### config.mk
export PLATFORM = sky130hd
export DESIGN_NAME = phase_accumulator
export DESIGN_NICKNAME = d
export VERILOG_FILES = /design/src/rtl/phase_accumulator.sv
export SDC_FILE = /design/constraint.sdc
export NUM_CORES = 1
export LEC_CHECK = 0
export ABC_CLOCK_PERIOD_IN_PS = 5000
export CAP_MARGIN = 15
export CELL_PAD_IN_SITES_DETAIL_PLACEMENT = 0
export CELL_PAD_IN_SITES_GLOBAL_PLACEMENT = 1
export CORE_ASPECT_RATIO = 1.4
export CORE_UTILIZATION = 49
export DETAILED_ROUTE_END_ITERATION = 7
export PLACE_DENSITY_LB_ADDON = 0.1
export SYNTH_ARGS = -nofsm -noshare
export SYNTH_HDL_FRONTEND = slang
export SYNTH_SLANG_ARGS = --single-unit
### constraint.sdc
create_clock -name clk -period 5 [get_ports clk]
set_input_delay 0.5 -clock clk [delete_from_list [all_inputs] [get_ports clk]]
set_output_delay 0.5 -clock clk [all_outputs]
set_load 0.1 [all_outputs]
### src/rtl/phase_accumulator.sv
// Per-operator phase accumulator: applies vibrato to the F-number, scales by block
// and multiplier, and accumulates into a small per-operator phase RAM over a 3-stage pipeline.
module phase_accumulator #(
    parameter int NUM_OPERATORS   = 36,
    parameter int OP_NUM_WIDTH    = 6,
    parameter int PHASE_ACC_WIDTH = 20,
    parameter int VIB_VAL_WIDTH   = 3
) (
    input  logic                       clk,
    input  logic                       rst_n,
    input  logic                       op_valid,
    input  logic [OP_NUM_WIDTH-1:0]    op_num,
    input  logic [9:0]                 fnum,
    input  logic [2:0]                 block,
    input  logic [3:0]                 mult,
    input  logic                       vib,
    input  logic [VIB_VAL_WIDTH-1:0]   vib_val,
    input  logic                       key_on_pulse,
    output logic                       busy,
    output logic                       out_valid,
    output logic [OP_NUM_WIDTH-1:0]    out_op_num,
    output logic [PHASE_ACC_WIDTH-1:0] phase_out
);

    localparam logic [0:0] ST_CLEAR = 1'b0;
    localparam logic [0:0] ST_RUN   = 1'b1;
    localparam int FNUM_W = 10;
    localparam int PROD_W = 32;
    localparam logic [OP_NUM_WIDTH-1:0] LAST_OP = OP_NUM_WIDTH'(NUM_OPERATORS - 1);
    localparam logic [OP_NUM_WIDTH-1:0] OP_LIMIT = OP_NUM_WIDTH'(NUM_OPERATORS);

    logic [0:0]                 state;
    logic [OP_NUM_WIDTH-1:0]    clear_idx;
    logic [PHASE_ACC_WIDTH-1:0] phase_ram [NUM_OPERATORS];

    logic                       accept;
    logic [FNUM_W-1:0]          vib_ext;
    logic [FNUM_W-1:0]          fnum_v_next;

    logic                       s1_valid;
    logic [OP_NUM_WIDTH-1:0]    s1_op;
    logic [FNUM_W-1:0]          s1_fnum_v;
    logic [2:0]                 s1_block;
    logic [3:0]                 s1_mult;
    logic                       s1_key_on;

    logic [PROD_W-1:0]          shifted;
    logic [PROD_W-1:0]          product;
    logic [PHASE_ACC_WIDTH-1:0] inc_next;
    logic [PHASE_ACC_WIDTH-1:0] old_next;

    logic                       s2_valid;
    logic [OP_NUM_WIDTH-1:0]    s2_op;
    logic [PHASE_ACC_WIDTH-1:0] s2_inc;
    logic [PHASE_ACC_WIDTH-1:0] s2_old;
    logic                       s2_key_on;

    logic [PHASE_ACC_WIDTH-1:0] new_phase;

    // Register codes 11 and 13 repeat the value of their lower neighbour, 15 repeats 14.
    function automatic logic [4:0] mult_x2(input logic [3:0] code);
        logic [4:0] r;
        case (code)
            4'd0:    r = 5'd1;
            4'd1:    r = 5'd2;
            4'd2:    r = 5'd4;
            4'd3:    r = 5'd6;
            4'd4:    r = 5'd8;
            4'd5:    r = 5'd10;
            4'd6:    r = 5'd12;
            4'd7:    r = 5'd14;
            4'd8:    r = 5'd16;
            4'd9:    r = 5'd18;
            4'd10:   r = 5'd20;
            4'd11:   r = 5'd20;
            4'd12:   r = 5'd24;
            4'd13:   r = 5'd24;
            4'd14:   r = 5'd30;
            default: r = 5'd30;
        endcase
        return r;
    endfunction

    assign busy   = (state == ST_CLEAR);
    assign accept = op_valid && !busy && (op_num < OP_LIMIT);

    always_ff @(posedge clk or negedge rst_n) begin
        if (!rst_n) begin
            state     <= ST_CLEAR;
            clear_idx <= '0;
        end else if (state == ST_CLEAR) begin
            if (clear_idx == LAST_OP) begin
                state     <= ST_RUN;
                clear_idx <= '0;
            end else begin
                clear_idx <= clear_idx + 1'b1;
            end
        end
    end

    assign vib_ext     = {{(FNUM_W - VIB_VAL_WIDTH){vib_val[VIB_VAL_WIDTH-1]}}, vib_val};
    assign fnum_v_next = vib ? (fnum + vib_ext) : fnum;

    always_ff @(posedge clk or negedge rst_n) begin
        if (!rst_n) begin
            s1_valid  <= 1'b0;
            s1_op     <= '0;
            s1_fnum_v <= '0;
            s1_block  <= '0;
            s1_mult   <= '0;
            s1_key_on <= 1'b0;
        end else begin
            s1_valid  <= accept;
            s1_op     <= op_num;
            s1_fnum_v <= fnum_v_next;
            s1_block  <= block;
            s1_mult   <= mult;
            s1_key_on <= key_on_pulse;
        end
    end

    assign shifted  = PROD_W'(s1_fnum_v) << s1_block;
    assign product  = shifted * PROD_W'(mult_x2(s1_mult));
    assign inc_next = PHASE_ACC_WIDTH'(product >> 2);

    // The op in stage 3 writes the RAM on this same edge, so its result is forwarded.
    assign old_next = (s2_valid && (s2_op == s1_op)) ? new_phase : phase_ram[s1_op];

    always_ff @(posedge clk or negedge rst_n) begin
        if (!rst_n) begin
            s2_valid  <= 1'b0;
            s2_op     <= '0;
            s2_inc    <= '0;
            s2_old    <= '0;
            s2_key_on <= 1'b0;
        end else begin
            s2_valid  <= s1_valid;
            s2_op     <= s1_op;
            s2_inc    <= inc_next;
            s2_old    <= old_next;
            s2_key_on <= s1_key_on;
        end
    end

    assign new_phase = s2_key_on ? '0 : (s2_old + s2_inc);

    always_ff @(posedge clk or negedge rst_n) begin
        if (!rst_n) begin
            out_valid  <= 1'b0;
            out_op_num <= '0;
            phase_out  <= '0;
        end else begin
            out_valid <= s2_valid;
            if (s2_valid) begin
                out_op_num <= s2_op;
                phase_out  <= new_phase;
            end
        end
    end

    // Single write port shared by the clear sweep and the stage-3 write-back.
    always_ff @(posedge clk) begin
        if (busy) begin
            phase_ram[clear_idx] <= '0;
        end else if (s2_valid) begin
            phase_ram[s2_op] <= new_phase;
        end
    end

endmodule

Yosys cells after proc, flatten, opt, wreduce, memory -nomap -nowiden
Memories as Yosys holds them, arrays and structs flattened. Index checks and enable logic that the tools add are counted.

Add/sub/neg operators: 3. $mul: 1. Div/mod/pow operators: 0. Order comparisons: 1. Equal/unequal tests: 2. Shifts and indexed selects: 1. Multiplexer cells: 13. Bitwise gates (word level): 1. Reduce and logical (&&, ||, !) cells: 4.

Operators by type and width (number): $mux 20 (3); $mul 32x5->22 (1); $shl 10x3->32 (1); $add 20x20->20 (1); $reduce_or 20->1 (1); $mux 6 (2); $add 10x10->10 (1); $mux 10 (1); $mux 1 (7); $add 6x1->6 const B (1); $eq 6x6->1 (1); $eq 6x6->1 const B (1); $lt 6x6->1 const B (1); $logic_and 1x1->1 (3); $not 1->1 (1).

Register bits after elaboration: 107. Bits in latches: 0. Bits in writable memories: 720. Bits in read-only memories: 80. Input port bits: 31. Output and inout bits: 28. Word-level logic and storage cells: 44. Memories: 2.

Memory list: phase_ram (words 36, width 20, rd ports 1, clocked after memory_dff 0, wr ports 1, line 34) `logic [PHASE_ACC_WIDTH-1:0] phase_ram [NUM_OPERATORS];`; (no name shown) (words 16, width 5, rd ports 1, clocked after memory_dff 0, wr ports 0, line 63) `case (code)`.

Longest topological paths before layout
Depth in word-level cells: 5. Depth in mapped cells: 19. Mapped depth without buffers: 18.

Worst setup path after synthesis
OpenSTA, ideal clock, no wires.

Kind: register to register. Start: register s1_block[0]. End: register s2_inc[18]. Library setup time: 0.120 ns. Arrival time: 5.004 ns. Required time: 4.880 ns. Setup slack: -0.123 ns. Stages on the path, launching flop included: 18. Path buffers: 1. Period minus slack after synthesis: 5.123 ns. Cells stage by stage: dfrtp_1 buf_1 mux2_2 o21ai_0 o32a_1 nor2b_1 fa_1 fa_1 inv_1 fa_1 inv_1 ha_1 a2111oi_0 o21ai_0 a211o_1 a2111oi_2 o211ai_1 and3_1.

Cells in the longest elaborated chain, start to end: 2.

RTL lines: from (decl) (line 43) `logic [2:0] s1_block;`; from (signal assigned) (line 116) `s1_block <= block;`; $shl 10x3->32 (line 122) `assign shifted = PROD_W'(s1_fnum_v) << s1_block;`; $mul 32x5->22 (line 123) `assign product = shifted * PROD_W'(mult_x2(s1_mult));`; net product[20] (line 48) `logic [PROD_W-1:0] product;`; to (signal assigned) (line 139) `s2_inc <= inc_next;`; to (decl) (line 54) `logic [PHASE_ACC_WIDTH-1:0] s2_inc;`.

The timed path passes the listed nets, and every way through them passes these cells. A chain may end at the register's enable or synchronous reset.

Worst setup path in the final report
Same ends and word-level chain as after synthesis.

==> flow_metrics.py <==
metrics = {
    "worst_setup_path": {
        "required_ns": 5.51,
        "path_delay_family": "adder cells",
        "crit_arrival_ns": 5.41,
        "endpoint_kind": "flop",
        "critPathSlowestCell": "fa_1",
        "max_stage_delay_ns": 0.53,
        "path_common_cell": "fa_1",
        "path_buf_inv": 5,
        "path_cells": "buf_6, mux2_4, mux2i_4, o22a_1, nor2b_1, fa_1, fa_1, inv_1, fa_1, inv_2, ha_4, a2111oi_4, buf_4, o21ai_2, a211o_1, a2111oi_4, buf_4, o211ai_1, and3_1",
        "crit_path_start_kind": "flop",
        "setup.worst_path.class": "flop to flop",
        "cp_max_fo": 5,
    },
    "min_path": {
        "hold_path.class": "input pin to flop",
    },
    "synthesis": {
        "yosys_most_used_dff": "edfxtp_1",
        "ys_warn_count": 0,
        "synth_top_area_frac": 0.603,
        "synth_top_area_cell": "edfxtp_1",
        "syn_inst": 2020,
        "yosys-top-cells-area": "edfxtp_1 60%, mux4_2 14%, dfrtp_1 7.5%, fa_1 2.6%, ha_1 2.0%",
        "ys_seq_elements": 827,
        "avgSynthCellArea_um2": 17.7,
        "synth.distinct_cells": 67,
        "async_flop_share": 0.129,
        "syn-num-nets": 2156,
        "syn_area_um2": 35900,
        "synth-edff-count": 720,
        "yosysSeqAreaShare": 0.678,
    },
    "power": {
        "pwr_density_cell_nw_per_um2": 423,
        "leakagePower_uw": 0.0143,
        "ir_drop_mv": 0.293,
    },
    "final_layout": {
        "layout.nets": 2344,
        "final_cells": 3223,
        "area_growth_pct": 15.4,
        "final_common_cell": "edfxtp_1",
        "fillers": 5574,
        "layout-drive-gt1-share": 0.265,
        "final_cell_mix": "720 x edfxtp_1, 215 x mux4_2, 126 x buf_4",
        "diodes": 0,
    },
    "clocking": {
        "cts_buffers": 82,
        "clk_latency_ns": 0.64,
        "cts_max_level": 3,
        "cts.clk_slew.worst_paths_ns": 0.07,
        "cts_tree": "yes",
        "clock-sinks": 827,
        "cts_root_buffer": "clkbuf_16",
        "clock_path_buffers": 3,
    },
    "place": {
        "portBuffers": 58,
        "numPlacedInstances": 3063,
        "dp_hpwl_mm": 54.1,
        "gp_congestion": 0.881,
        "dpl_worst_slack_ns": -0.213,
    },
    "sta": {
        "holdWs_ns": 0.290,
        "slew_violations": 0,
        "report.final.setup_viol": 0,
        "finalHoldViolCount": 0,
        "rsz0062_at_grt": "yes",
        "min_period_over_period": 0.980,
        "slew_headroom": 0.246,
        "timing.fmax_mhz": 204,
        "period_minus_slack_ns": 4.90,
        "finalWorstSetupSlack_ns": 0.0986,
        "finalClockSkew_ns": 0.0312,
        "tightest_slew_ns": 1.13,
    },
    "global_route": {
        "grt_antenna_before_repair": 1,
        "overflow": 0,
        "grt_usage": 0.238,
        "grt_pass1_wl_mm": 128,
        "grt_start_max_net_pins": 53,
        "grt_pass1_vias": 19918,
    },
    "drt": {
        "wire_per_inst_um": 26.6,
        "drtIter0Drc": 1581,
        "postRouteAntennaNets": 0,
        "drt-total-wl_mm": 85.6,
        "dr.pass1.iters": 5,
        "vias_per_cell": 5.91,
        "drc_errors": 0,
        "dr_total_vias": 19050,
    },
    "job": {
        "cap_viol_max_count": 0,
    },
    "run_status": {
        "outcome": "finished, final reports clean",
    },
    "die": {
        "die-area_um2": 74300,
        "fp.dieW_um": 231,
        "rows": 117,
        "top_level_ports": 59,
        "core_um2": 72600,
        "die_y_um": 322,
        "start_util": 0.494,
    },
}
repair_timing:
action | CTS | global route
gates resized for setup | 15 | 44
hold buffers | 1 | 0
setup buffers | 6 | 7
pin swaps | 6 | 26
setup endpoints to repair | 6 | 9
hold endpoints to repair | 34 | 0
gates cloned | 0 | 0
sequential cells by signal (all words and copies together), names as in the netlist:
| register | cells |
|---|---|
| s1_op | 6 |
| clear_idx | 6 |
| phase_ram | 720 |
| out_op_num | 6 |
| s1_mult | 4 |
| s1_block | 3 |
| s2_old | 20 |
| s1_key_on | 1 |
| s1_valid | 1 |
| out_valid | 1 |
| state | 1 |
| phase_out | 20 |
| s2_inc | 20 |
| s2_key_on | 1 |
| s1_fnum_v | 10 |
| s2_op | 6 |
| s2_valid | 1 |
cells in the mapped netlist (13+ instances only):
cell      count
o211ai_1     13
buf_2        14
edfxtp_1    720
nand2b_1     22
o21ai_0      44
buf_4        13
nor2b_1      37
mux2i_1      29
ha_1         58
o31ai_1      19
mux2_2       23
and3_1       18
inv_1        83
nand2_1      90
nor2_1      115
a211oi_1     13
dfrtp_1     107
nand3_1      18
a21oi_1      41
fa_1         47
clkbuf_1     49
xnor2_1      24
nor3_1       20
and2_1       17
a21o_1       16
mux4_2      215
per-layer routing:
| layer | part of all wire | vias up | track usage | wire (µm) |
|---|---|---|---|---|
| met3 | 0.043 | 123 | 0.0316 | 3650 |
| met1 | 0.39 | 10100 | 0.298 | 33200 |
| li1 | - | 8350 | - | - |
| met2 | 0.55 | 477 | 0.431 | 46700 |
| met4 | 0.024 | 0 | 0.0673 | 2050 |
| met5 | 0 | - | 0 | 0 |
cells by family after synthesis:
group / synth area share
mux: 0.150
fa+ha+maj: 0.0465
flops: 0.678
buf+inv: 0.0213
compound gates: 0.0429
xor+xnor: 0.00855
simple gates: 0.0525
other cells: 0.000105
stage by stage:
step	TNS (ns)	utilization	power (µW)	instance area [µm²]
detailed placement	-0.899	0.529	11500	38400
CTS	-0.00955	0.566	17600	41100
global route	-0.215	0.570	18200	41400
floorplan	0	-	10400	35900
finish	0	0.570	17500	41400
global placement	-0.593	0.529	11400	38400
area by class of cell:
cell class                 instances  area (µm²)  area share
clock buffer                      99        2200      0.0532
clock inverter                    48         434      0.0105
inverter                          84         315     0.00762
multi-input combinational       1017       11200       0.270
sequential                       827       24300       0.588
tap                              952        1190      0.0288
timing repair buffer             196        1720      0.0417
power by group:
part	switching (µW)	internal [µW]	total, µW
logic	2210	1180	3390
registers	139	7900	8040
clock network	2580	3500	6080
total	4930	12600	17500
worst reg2reg max path, stage by stage (launching register included):
cell	delay, ns
dfrtp_2	0.45
buf_6	0.14
mux2_4	0.32
mux2i_4	0.17
o22a_1	0.20
nor2b_1	0.07
fa_1	0.48
fa_1	0.53
inv_1	0.06
fa_1	0.52
inv_2	0.05
ha_4	0.16
a2111oi_4	0.31
buf_4	0.16
o21ai_2	0.06
a211o_1	0.32
a2111oi_4	0.35
buf_4	0.19
o211ai_1	0.07
and3_1	0.19
worst paths after layout:
kind | startpoint | to | slack [ns] | cells past startpoint
min in group asynchronous | rst_n | s1_block[2]$_DFF_PN0_ | 0.36 | 2
worst min register to register | s1_valid$_DFF_PN0_ | s2_valid$_DFF_PN0_ | 0.36 | 0
worst min-delay path | mult[3] | s1_mult[3]$_DFF_PN0_ | 0.29 | 1
worst max-delay path | s1_block[0]$_DFF_PN0_ | s2_inc[18]$_DFF_PN0_ | 0.1 | 19
worst max register to register | s1_block[0]$_DFF_PN0_ | s2_inc[18]$_DFF_PN0_ | 0.1 | 19
max in group asynchronous | rst_n | s1_op[1]$_DFF_PN0_ | 3.58 | 3
Note: power is estimated with default switching activity, not from simulation.
